==> config.mk <==
export PLATFORM = sky130hd
export DESIGN_NAME = frac_lut_k_cfg
export DESIGN_NICKNAME = d
export VERILOG_FILES = /design/src/rtl/frac_lut_pkg.sv /design/src/rtl/frac_lut_tree.sv /design/src/rtl/frac_lut_k_cfg.sv
export SDC_FILE = /design/constraint.sdc
export NUM_CORES = 1
export LEC_CHECK = 0
export CAP_MARGIN = 10
export CORE_AREA = 2 2 98 71
export DETAILED_ROUTE_END_ITERATION = 8
export DIE_AREA = 0 0 100 73
export PLACE_DENSITY = 0.88
export SLEW_MARGIN = 40
export SYNTH_ARGS = -nofsm -noshare
export SYNTH_HDL_FRONTEND = slang
export SYNTH_HIERARCHICAL = 1
export SYNTH_SLANG_ARGS = --single-unit
==> constraint.sdc <==
create_clock -name clk -period 3.5 [get_ports clk]
set_input_delay 0.525 -clock clk [delete_from_list [all_inputs] [get_ports clk]]
set_output_delay 0.525 -clock clk [all_outputs]
set_load 0.005 [all_outputs]
==> src/rtl/frac_lut_pkg.sv <==
// Shared definitions for the fracturable LUT with configuration chain.
//   MIN_K_DEF     : default smallest fractured LUT size
//   cfg_len()     : chain length for a K-input LUT (truth table + mode bits)
//   mode_width()  : storage width for the mode bits (at least 1 so K==MIN_K elaborates)
//   cnt_width()   : load-counter width, able to hold CFG_LEN+1
//   state_t       : configuration-load FSM states
package frac_lut_pkg;

  localparam int MIN_K_DEF = 4;

  function automatic int cfg_len(input int k, input int min_k);
    return (1 << k) + (k - min_k);
  endfunction

  function automatic int mode_width(input int k, input int min_k);
    return (k > min_k) ? (k - min_k) : 1;
  endfunction

  function automatic int cnt_width(input int k, input int min_k);
    return $clog2(cfg_len(k, min_k) + 2);
  endfunction

  typedef enum logic [1:0] {
    ST_UNCFG = 2'd0,
    ST_LOAD  = 2'd1,
    ST_CFG   = 2'd2
  } state_t;

endpackage

==> src/rtl/frac_lut_tree.sv <==
// Purely combinational LUT read tree.
//   tt           : truth table, tt[i] is the output for address i
//   mode         : fracture mode bits; mode[j] forces address bit MIN_K+j high
//   in           : LUT inputs, in[0] is the address LSB
//   lut_full_out : K-input function of the effective address
//   lut_hi_out   : two (K-1)-input functions (top / bottom halves of tt)
//   lut_lo_out   : 2^(K-MIN_K) MIN_K-input functions, addressed by raw in[MIN_K-1:0]
module frac_lut_tree
  import frac_lut_pkg::*;
#(
  parameter int K     = 6,
  parameter int MIN_K = MIN_K_DEF
) (
  input  logic [2**K-1:0]                 tt,
  input  logic [mode_width(K, MIN_K)-1:0] mode,
  input  logic [K-1:0]                    in,
  output logic [2**(K-MIN_K)-1:0]         lut_lo_out,
  output logic [1:0]                      lut_hi_out,
  output logic                            lut_full_out
);

  localparam int NLO = 2**(K-MIN_K);

  logic [K-1:0] e;

  for (genvar i = 0; i < K; i++) begin : g_eff
    if (i < MIN_K) begin : g_pass
      assign e[i] = in[i];
    end else begin : g_mode
      assign e[i] = in[i] | mode[i-MIN_K];
    end
  end

  assign lut_full_out = tt[e];

  // Each half-LUT reads its own half of tt with the top address bit replaced.
  for (genvar h = 0; h < 2; h++) begin : g_hi
    logic [K-1:0] idx;
    assign idx = (K'(h) << (K-1)) | {1'b0, e[K-2:0]};
    assign lut_hi_out[h] = tt[idx];
  end

  // Lo outputs ignore the mode bits: each one owns a fixed 2^MIN_K slice of tt.
  for (genvar l = 0; l < NLO; l++) begin : g_lo
    logic [K-1:0] idx;
    assign idx = (K'(l) << MIN_K) | K'(in[MIN_K-1:0]);
    assign lut_lo_out[l] = tt[idx];
  end

endmodule

==> src/rtl/frac_lut_k_cfg.sv <==
// K-input fracturable LUT with serial configuration chain and load FSM.
//   clk, reset    : clock, synchronous active-high reset
//   cfg_en        : shift-enable for the configuration chain
//   ccff_head     : serial configuration in (host sends cfg[CFG_LEN-1] first)
//   ccff_tail     : last chain bit, used for daisy-chaining and readback
//   in            : LUT inputs
//   ff_en         : output-register enable (REG_OUT=1 only)
//   lut_lo_out    : MIN_K-input fractured outputs
//   lut_hi_out    : (K-1)-input fractured outputs
//   lut_full_out  : K-input output
//   cfg_done      : configuration is valid
//   cfg_err       : last load burst had the wrong length (sticky until next load)
//
// state    | meaning
// ST_UNCFG | no valid configuration; LUT outputs forced to 0
// ST_LOAD  | shift burst in progress; counting shifted bits
// ST_CFG   | last burst was exactly CFG_LEN bits; LUT live
module frac_lut_k_cfg
  import frac_lut_pkg::*;
#(
  parameter int K       = 6,
  parameter int MIN_K   = MIN_K_DEF,
  parameter int REG_OUT = 1
) (
  input  logic                    clk,
  input  logic                    reset,
  input  logic                    cfg_en,
  input  logic                    ccff_head,
  output logic                    ccff_tail,
  input  logic [K-1:0]            in,
  input  logic                    ff_en,
  output logic [2**(K-MIN_K)-1:0] lut_lo_out,
  output logic [1:0]              lut_hi_out,
  output logic                    lut_full_out,
  output logic                    cfg_done,
  output logic                    cfg_err
);

  localparam int CFG_LEN = cfg_len(K, MIN_K);
  localparam int NTT     = 2**K;
  localparam int NLO     = 2**(K-MIN_K);
  localparam int MW      = mode_width(K, MIN_K);
  localparam int CW      = cnt_width(K, MIN_K);

  localparam logic [CW-1:0] LEN_C   = CW'(CFG_LEN);
  localparam logic [CW-1:0] LEN_MAX = CW'(CFG_LEN + 1);

  state_t            state_q, state_d;
  logic [CW-1:0]     cnt_q, cnt_d;
  logic              err_d;
  logic [CFG_LEN-1:0] cfg;
  logic [MW-1:0]     mode;
  logic [NLO-1:0]    t_lo;
  logic [1:0]        t_hi;
  logic              t_full;
  logic              gate_d;

  // Chain: cfg[0] takes the head, the top bit is the tail.
  always_ff @(posedge clk) begin
    if (reset) begin
      cfg <= '0;
    end else if (cfg_en) begin
      cfg <= {cfg[CFG_LEN-2:0], ccff_head};
    end
  end

  assign ccff_tail = cfg[CFG_LEN-1];

  if (K > MIN_K) begin : g_mode
    assign mode = cfg[CFG_LEN-1:NTT];
  end else begin : g_nomode
    assign mode = '0;
  end

  always_ff @(posedge clk) begin
    if (reset) begin
      state_q  <= ST_UNCFG;
      cnt_q    <= '0;
      cfg_err  <= 1'b0;
      cfg_done <= 1'b0;
    end else begin
      state_q  <= state_d;
      cnt_q    <= cnt_d;
      cfg_err  <= err_d;
      cfg_done <= (state_d == ST_CFG);
    end
  end

  always_comb begin
    state_d = state_q;
    cnt_d   = cnt_q;
    err_d   = cfg_err;
    case (state_q)
      ST_UNCFG, ST_CFG: begin
        if (cfg_en) begin
          // This cycle's shift is the first bit of the new burst.
          state_d = ST_LOAD;
          cnt_d   = CW'(1);
          err_d   = 1'b0;
        end
      end
      ST_LOAD: begin
        if (cfg_en) begin
          // Saturate so over-long bursts can never wrap back to CFG_LEN.
          if (cnt_q != LEN_MAX) begin
            cnt_d = cnt_q + CW'(1);
          end
        end else if (cnt_q == LEN_C) begin
          state_d = ST_CFG;
        end else begin
          state_d = ST_UNCFG;
          err_d   = 1'b1;
        end
      end
      default: begin
        state_d = ST_UNCFG;
      end
    endcase
  end

  frac_lut_tree #(
    .K     (K),
    .MIN_K (MIN_K)
  ) u_tree (
    .tt           (cfg[NTT-1:0]),
    .mode         (mode),
    .in           (in),
    .lut_lo_out   (t_lo),
    .lut_hi_out   (t_hi),
    .lut_full_out (t_full)
  );

  // Gating follows the next state so registered outputs clear on the same
  // edge that cfg_done drops, and can load on the edge that it rises.
  assign gate_d = (state_d != ST_CFG);

  if (REG_OUT != 0) begin : g_reg
    always_ff @(posedge clk) begin
      if (reset || gate_d) begin
        lut_lo_out   <= '0;
        lut_hi_out   <= '0;
        lut_full_out <= 1'b0;
      end else if (ff_en) begin
        lut_lo_out   <= t_lo;
        lut_hi_out   <= t_hi;
        lut_full_out <= t_full;
      end
    end
  end else begin : g_comb
    assign lut_lo_out   = cfg_done ? t_lo   : '0;
    assign lut_hi_out   = cfg_done ? t_hi   : '0;
    assign lut_full_out = cfg_done ? t_full : 1'b0;
  end

endmodule

==> metrics.txt, run 1 <==
status finished clean; Psw 0.416 mW; max-slew violation count 0; Detailed Route WL 7390 um; first-pass GRT wire length 12400 um; drt wl/cell 16.2 um; CP Class in2reg; register bit count reported by yosys 84; synthesized cell area 3720 um2; PostCTS Resize Cnt 0; Setup Skew 8.43 ps; RSZ-0062 raised after global routing false; ANT nets after route 0; GP Congestion 0.946; critical path startpoint category input pin; maximum fanout along the worst path 7; sequential power share 0.546; CTS tree built; Die ar. 7300 um2; via/cell ratio 5.77; leading cell types by count after synthesis mux2i_1 (89), dfxtp_1 (84), nor2_1 (84); worst flop-to-flop path startpoint cfg[39]; DRC violations left 0; Max VDD drop 174 uV; FF-to-FF End lut_full_out; clock share of power 0.381; Final Cycle Share 0.781; fillcell total 509; min Tclk post-route 2730 ps; Avg Inst Size Synth 10.4 um2; cell seen most often among critical-path stages nor2_1; vias in the first global route 2555; layout cells sized above 1 0.0960; fraction of power consumed by combinational cells 0.072; P per Cell Area 428 nW/um2; HPWL Detailed 5040 um; largest net degree at the start of global routing 68; post-route setup TNS 0 ps; layout net count 383; Post-synth ARST share 0; slowest CP cell clkdlybuf4s50_1; Critical Path RT 3740 ps; Post-Synthesis Cells 357; Die Width 100 um; aggregate global routing overflow 0; Synth top area share 0.452; largest area contributor in the netlist dfxtp_1; Core ar. 6510 um2; clock root cell clkbuf_8; FMAX 366 MHz; Final Hold Vio Count 0; Worst-Margin Slew 647 ps; DP Worst Slack 466 ps; Setup crit end kind register; clk_lat worst skew 360 ps; total global routing track utilization 0.219; clock sinks 84; Final WS setup 766 ps; final setup fails 0; Port Buffers 20; Seq/Total Area, Yosys 0.452; Synth cell types 46; Chip Height 73 um; maximum buffer depth of the clock tree 2; Detailed Routing Iterations Pass 1 5; Synth Flop Type dfxtp_1; synth warn 6; static leakage 1.72 nW; syn nets 370; area grow syn2layout 10.8%; dpl cells 440; Rel. slew slack 0.568; top cells by area, synth dfxtp_1 (45%), mux2i_1 (24%), nor2_1 (8.5%); hold buffers post-CTS 0; postcts setup bufs 0; R2R cell count 6; Diodes inserted 0; HP Class in2reg; Max Cap Viol 0; Clock Pin Slew Worst Setup and Hold Paths 80 ps; Reg2Reg Setup Slack 1470 ps; CTS Buf Count 9; I/O pins 21; Post-synth EDFFs 0; DRT iter0 DRCs 207; Max stage delay on crit path 550 ps; WP data arrival 2980 ps; initial antenna violation count 0; starting density of the core 0.572; Pint 1.35 mW; via count 2632; end of the worst hold path cfg_err; hold path depth 2; Net Sw Frac 0.236; H-tree depth 3; Finished Layout Cells 456; Critical Path, Cell by Cell clkdlybuf4s50_1, buf_4, nor2_1, a221oi_1, a22oi_1, o21ai_0, mux4_2, mux2i_1, nor2_1; top-count cell post-synth mux2i_1; worst hold start reset; std cell rows 25
routing by layer:
layer / track usage / share of wire / up-vias
met5: 0 / 0 / -
met4: 0.0639 / 0.018 / 0
met3: 0.0852 / 0.059 / 18
met2: 0.345 / 0.47 / 92
met1: 0.282 / 0.46 / 1233
li1: - / - / 1289
cell type report:
| cell class | instances | area (um2) | area share |
|---|---|---|---|
| Multi-Input combinational cell | 245 | 1880 | 0.455 |
| Clock buffer | 11 | 131 | 0.0319 |
| Inverter | 6 | 22.5 | 0.00546 |
| Clock inverter | 5 | 61.3 | 0.0149 |
| Timing Repair Buffer | 24 | 248 | 0.0601 |
| Tap cell | 81 | 101 | 0.0246 |
| Sequential cell | 84 | 1680 | 0.408 |
power by group through the flow:
stage               Clock, mW  Sequential, mW  Combinational, mW
finish                  0.672           0.963              0.128
global route            0.738           0.964              0.136
CTS                     0.687           0.963              0.126
detailed placement          0           0.986              0.125
global placement            0           0.985              0.121
floorplan                   0           0.984              0.100
sequential cells by signal, indices dropped and copies added, names as in the netlist:
name          count
lut_hi_out        2
lut_lo_out        4
state_q           2
cfg_err           1
lut_full_out      1
cnt_q             7
cfg_done          1
cfg              66
worst max-delay path by stage:
stage                from      endpoint  slack (ps)
floorplan           in[0]  lut_full_out        1230
global placement    in[0]  lut_full_out         580
detailed placement  in[1]  lut_full_out         470
CTS                 in[1]  lut_full_out         850
global route        in[1]  lut_full_out         640
finish              in[1]  lut_full_out         770
logic make-up (layout without fill, tap and decap cells):
kind of cell    after synthesis  count (layout)  synth area share
xor+xnor                      3               3           0.00706
fa+ha+maj                     2               2           0.00672
simple gates                108             108             0.126
buf+inv                      28              46            0.0440
mux                         100             100             0.300
compound gates               32              32            0.0642
flops                        84              84             0.452
critical path, delay by kind of cell:
family	cells	cell delay (ps)
buffers and inverters	2	790
multiplexers	2	660
AND/OR/NAND/NOR	2	410
AO/OA/AOI/OAI	3	580
placed cells by master, fill, tap and decap left out, drive strengths merged, types with 2 or more instances in the layout:
cell,n
or3,2
nand3,3
nand4,2
and3,2
a21oi,2
mux2,2
mux4,9
o31ai,2
clkbuf,11
xor2,3
mux2i,89
o21ai,6
nand2,4
clkdlybuf4s50,18
a21boi,2
dfxtp,84
a221oi,8
a22oi,4
buf,6
ha,2
inv,7
clkinvlp,3
nor2,84
nor2b,3
metrics by stage:
stage           util  total power [mW]  area [um2]  hold WS [ps]
5_1_grt        0.633              1.84        4120           462
3_5_place_dp   0.604              1.11        3930           487
6_report       0.633              1.76        4120           479
2_1_floorplan      -              1.08        3720           471
4_1_cts        0.633              1.78        4120           456
3_3_place_gp   0.604              1.11        3930           465
(Power assumes the default switching activity.)
==> inputs of run 2 (changes only) <==
--- a/config.mk
+++ b/config.mk
@@ -6,10 +6,10 @@
 export NUM_CORES = 1
 export LEC_CHECK = 0
 export CAP_MARGIN = 10
-export CORE_AREA = 2 2 98 71
+export CORE_AREA = 2 2 104 76
 export DETAILED_ROUTE_END_ITERATION = 8
-export DIE_AREA = 0 0 100 73
-export PLACE_DENSITY = 0.88
+export DIE_AREA = 0 0 106 78
+export PLACE_DENSITY = 0.82
 export SLEW_MARGIN = 40
 export SYNTH_ARGS = -nofsm -noshare
 export SYNTH_HDL_FRONTEND = slang
==> constraint.sdc (replaced) <==
create_clock -name clk -period 2.5 [get_ports clk]
set_input_delay 0.375 -clock clk [delete_from_list [all_inputs] [get_ports clk]]
set_output_delay 0.375 -clock clk [all_outputs]
set_load 0.005 [all_outputs]
==> metrics.txt, run 2 (same netlist as run 1, synthesis figures left out) <==
Critical Path, Cell by Cell clkdlybuf4s50_1, buf_12, buf_4, mux2i_1, a221oi_1, o21ai_0, nand2_1, mux4_2, mux2i_1, nor2_1; P per Cell Area 557 nW/um2 (+30%); maximum fanout along the worst path 13 (+6); Setup Skew 13.5 ps (+5.12 ps); drt wl/cell 14.9 um (-8.1%); clock root cell clkbuf_8; ANT nets after route 0 (unchanged); aggregate global routing overflow 0 (unchanged); cell area after layout 4290 um2 (+4.0%); static leakage 1.84 nW (+6.8%); hold_ws 441 ps (-37.8 ps); total global routing track utilization 0.183 (-0.0356); max-slew violation count 0 (unchanged); Critical Path RT 2740 ps (-1000 ps); DRC violations left 0 (unchanged); via count 2707 (+2.8%); Worst-Margin Slew 540 ps (-108 ps); CP Class in2reg; max FFs per register 66 (unchanged); Final Total Pwr 2.39 mW (+35%); Die ar. 8270 um2 (+13%); starting density of the core 0.518 (-0.0543); clock sinks 84 (unchanged); most frequent cells in the layout mux2i_1 (89), nor2_1 (84), dfxtp_1 (84); status finished clean; H-tree depth 3 (unchanged); GP Congestion 0.842 (-11%); Final Hold Vio Count 0 (unchanged); largest net degree at the start of global routing 54 (-21%); final setup fails 0 (unchanged); Max stage delay on crit path 510 ps (-40 ps); critical path startpoint category input pin; Clock Pin Slew Worst Setup and Hold Paths 80 ps (about the same); vias in the first global route 2407 (-5.8%); CTS tree built; slowest CP cell clkdlybuf4s50_1; commonest non-fill, non-tap cell in the layout mux2i_1; Chip Height 78 um (+6.8%); layout cells sized above 1 0.156 (+0.0602); Port Buffers 20 (unchanged); Max Cap Viol 0 (unchanged); Largest regs cfg (66), cnt_q (7), lut_lo_out (4); I/O pins 21 (unchanged); via/cell ratio 5.47 (-5.3%); Diodes inserted 0 (unchanged); HP Class in2reg; min Tclk post-route 2410 ps; first-pass GRT wire length 11800 um (-4.4%); dpl cells 474 (+7.7%); Final Cycle Share 0.963; Detailed Routing Iterations Pass 1 4 (-1); Die Width 106 um (+6.0%); DRT iter0 DRCs 139 (-33%); WP data arrival 2650 ps (-330 ps); area grow syn2layout 15.2%; clk_lat worst skew 350 ps (about the same); std cell rows 26 (+4.0%); layout net count 406 (+6.0%); Setup crit end kind register; maximum buffer depth of the clock tree 2 (unchanged); hold buffers post-CTS 0 (unchanged); Finished Layout Cells 495 (+8.6%); Detailed Route WL 7380 um (-0.20%); area post-placement 4070 um2 (+3.5%); cell seen most often among critical-path stages mux2i_1; CTS Buf Count 9 (unchanged); FMAX 415 MHz; Rel. slew slack 0.640 (+0.0718); Largest Register cfg; Max VDD drop 246 uV (+41%); Core ar. 7190 um2 (+11%); HPWL Detailed 4840 um (-4.0%); initial antenna violation count 0 (unchanged)
run 2: through the flow:
| stage | utilization | setup TNS, ps | worst slack (ps) |
|---|---|---|---|
| global placement | 0.565 | -386 | -194 |
| finish | 0.596 | 0 | 92.8 |
| global route | 0.596 | -2.25 | -2.25 |
| detailed placement | 0.565 | -513 | -206 |
| floorplan | - | 0 | 380 |
| CTS | 0.589 | 0 | 124 |
run 2: worst max-delay path, delay by kind of cell:
family | cells | cell delay [ps]
muxes | 3 | 850
buffers and inverters | 3 | 810
AOI/OAI and AO/OA | 2 | 410
and+or+nand+nor | 2 | 190
run 2: worst paths after layout:
kind	startpoint	end	slack, ps	depth (start not counted)
worst max register to register	cfg[10]	lut_full_out	510	6
worst min register to register	cfg_err	cfg_err	490	2
worst min-delay path	reset	cfg[65]	440	2
worst max-delay path	in[0]	lut_full_out	90	10
run 2: what timing repair did:
action                                  in CTS  in global routing
gates resized for setup                      0                  3
endpoints found under the setup margin       0                  1
endpoints found under the hold margin        0                  0
setup buffers                                0                  6
run 2: cell type report:
| cell class | instances | area, um2 |
|---|---|---|
| fill | 577 | 2900 |
| multi-input combinational | 245 | 1890 |
| sequential | 84 | 1680 |
| timing repair buffer | 47 | 408 |
| clock buffer | 10 | 138 |
| tap | 98 | 123 |
| clock inverter | 5 | 28.8 |
| inverter | 6 | 22.5 |
run 2: power breakdown:
group	leakage (nW)	switching, mW	internal (mW)
registers	0.677	0.00577	1.34
logic	1.07	0.108	0.101
clock network	0.0917	0.453	0.377
run 2: routing by layer:
metal | vias up | wire length [um] | global-route usage
met5 | - | 0 | 0
met4 | 0 | 140 | 0.0697
met3 | 11 | 358 | 0.0521
met2 | 69 | 3140 | 0.265
met1 | 1290 | 3730 | 0.260
li1 | 1337 | - | -
==> inputs of run 3 (changes only) <==
--- a/config.mk
+++ b/config.mk
@@ -6,10 +6,10 @@
 export NUM_CORES = 1
 export LEC_CHECK = 0
 export CAP_MARGIN = 10
-export CORE_AREA = 2 2 104 76
+export CORE_AREA = 2 2 98 72
 export DETAILED_ROUTE_END_ITERATION = 8
-export DIE_AREA = 0 0 106 78
-export PLACE_DENSITY = 0.82
+export DIE_AREA = 0 0 100 74
+export PLACE_DENSITY = 0.87
 export SLEW_MARGIN = 40
 export SYNTH_ARGS = -nofsm -noshare
 export SYNTH_HDL_FRONTEND = slang
==> constraint.sdc (replaced) <==
create_clock -name clk -period 2.54 [get_ports clk]
set_input_delay 0.381 -clock clk [delete_from_list [all_inputs] [get_ports clk]]
set_output_delay 0.381 -clock clk [all_outputs]
set_load 0.005 [all_outputs]
==> metrics.txt, run 3 (same netlist as run 1, synthesis figures left out) <==
Clock Pin Slew Worst Setup and Hold Paths 80 ps (about the same); CTS tree built; largest net degree at the start of global routing 41 (-24%); H-tree depth 3 (unchanged); final core utilization 0.646 (+0.0499); min Tclk post-route 2450 ps; starting density of the core 0.572 (+0.0543); GP Congestion 0.868 (+3.0%); max FFs per register 66 (unchanged); std cell rows 25 (-3.8%); Largest Register cfg; Core ar. 6510 um2 (-9.5%); Detailed Routing Iterations Pass 1 4 (unchanged); HPWL Detailed 5060 um (+4.5%); via/cell ratio 5.92 (+8.2%); Worst-Margin Slew 573 ps (+32.9 ps); Detailed Route WL 7920 um (+7.4%); area post-placement 4020 um2 (-1.1%); Max VDD drop 245 uV (-0.22%); FMAX 408 MHz; static leakage 1.78 nW (-3.1%); via count 2764 (+2.1%); Chip Height 74 um (-5.1%); Final Hold Vio Count 0 (unchanged); Final Cycle Share 0.965; layout net count 394 (-3.0%); maximum buffer depth of the clock tree 2 (unchanged); initial antenna violation count 0 (unchanged); maximum fanout along the worst path 19 (+6); clock sinks 84 (unchanged); WP data arrival 2700 ps (+50 ps); hold buffers post-CTS 0 (unchanged); critical path startpoint category input pin; vias in the first global route 2524 (+4.9%); clock root cell clkbuf_8; Die ar. 7400 um2 (-10%); area grow syn2layout 13.0%; layout cells sized above 1 0.122 (-0.0344); cell area after layout 4210 um2 (-1.9%); post-route setup TNS 0 ps (unchanged); Diodes inserted 0 (unchanged); Max Cap Viol 0 (unchanged); clk_lat worst skew 370 ps (+20 ps); total global routing track utilization 0.225 (+0.0417); Die Width 100 um (-5.7%); aggregate global routing overflow 0 (unchanged); final setup fails 0 (unchanged); ANT nets after route 0 (unchanged); Setup Skew 12.1 ps (-1.41 ps); DRT iter0 DRCs 170 (+22%); I/O pins 21 (unchanged); Port Buffers 20 (unchanged); fillcell total 505 (-12%); RSZ-0062 raised after global routing false; first-pass GRT wire length 12800 um (+8.1%); Rel. slew slack 0.618 (-0.0219); status finished clean; CP Class in2reg; Critical Path RT 2790 ps (+50 ps); Setup crit end kind register; max-slew violation count 0 (unchanged); HP Class in2reg; most frequent cells in the layout mux2i_1 (89), nor2_1 (84), dfxtp_1 (84); CTS Buf Count 9 (unchanged); commonest non-fill, non-tap cell in the layout mux2i_1; drt wl/cell 17.0 um (+14%); Largest regs cfg (66), cnt_q (7), lut_lo_out (4); P per Cell Area 588 nW/um2 (+5.6%); DRC violations left 0 (unchanged)
==> run 3: cell types whose count changed in the layout (fill, tap and decap cells not counted), sizes merged <==
cell      change
buf          -12
clkinv        -3
clkinvlp      +2
bufinv        +1
clkbuf        +1
==> run 3: final timing paths <==
kind / startpoint / end / slack, ps / depth (start not counted)
worst min-delay path: reset / cfg[59] / 360 / 2
worst max-delay path: in[0] / lut_full_out / 90 / 8
worst max register to register: cfg[11] / lut_full_out / 490 / 6
worst min register to register: lut_lo_out[0] / lut_lo_out[0] / 500 / 2
==> run 3: metrics by stage <==
step / hold slack (ps) / worst slack [ps] / total power [mW] / instances
floorplan: 471 / 414 / 1.49 / 357
global placement: 468 / -126 / 1.54 / 452
detailed placement: 480 / -170 / 1.55 / 452
CTS: 347 / 78.5 / 2.47 / 468
global route: 351 / 36.6 / 2.54 / 467
finish: 356 / 88.7 / 2.47 / 467
==> run 3: metal layers <==
layer,share of wire,global-route usage,vias up
met5,0,0,-
met4,0.017,0.0639,0
met3,0.058,0.0714,24
met2,0.45,0.355,93
met1,0.48,0.303,1333
li1,-,-,1314
==> run 3: report_power, final <==
group | internal [mW] | switching, mW | total (mW)
registers | 1.32 | 0.00617 | 1.33
clock network | 0.458 | 0.492 | 0.950
logic | 0.0898 | 0.106 | 0.196
==> run 3: what timing repair did <==
action / CTS / global route
setup endpoints to repair: 0 / 1
setup buffers: 0 / 0
gates resized for setup: 0 / 0
==> run 3: critical path: stages <==
cell and delay, ps:
clkdlybuf4s50_1 500, buf_12 190, mux4_2 510, a22oi_1 250, nand2_1 150, mux4_2 510, mux2i_1 150, nor2_1 50
==> run 3: final cells by class <==
type                            instances  area [um2]  share of cell area
Multi-Input combinational cell        245        1880               0.446
Tap cell                               81         101              0.0241
Timing Repair Buffer                   35         330              0.0785
Clock buffer                           11         131              0.0312
Sequential cell                        84        1680               0.400
Inverter                                6        22.5             0.00536
Clock inverter                          5        62.6              0.0149
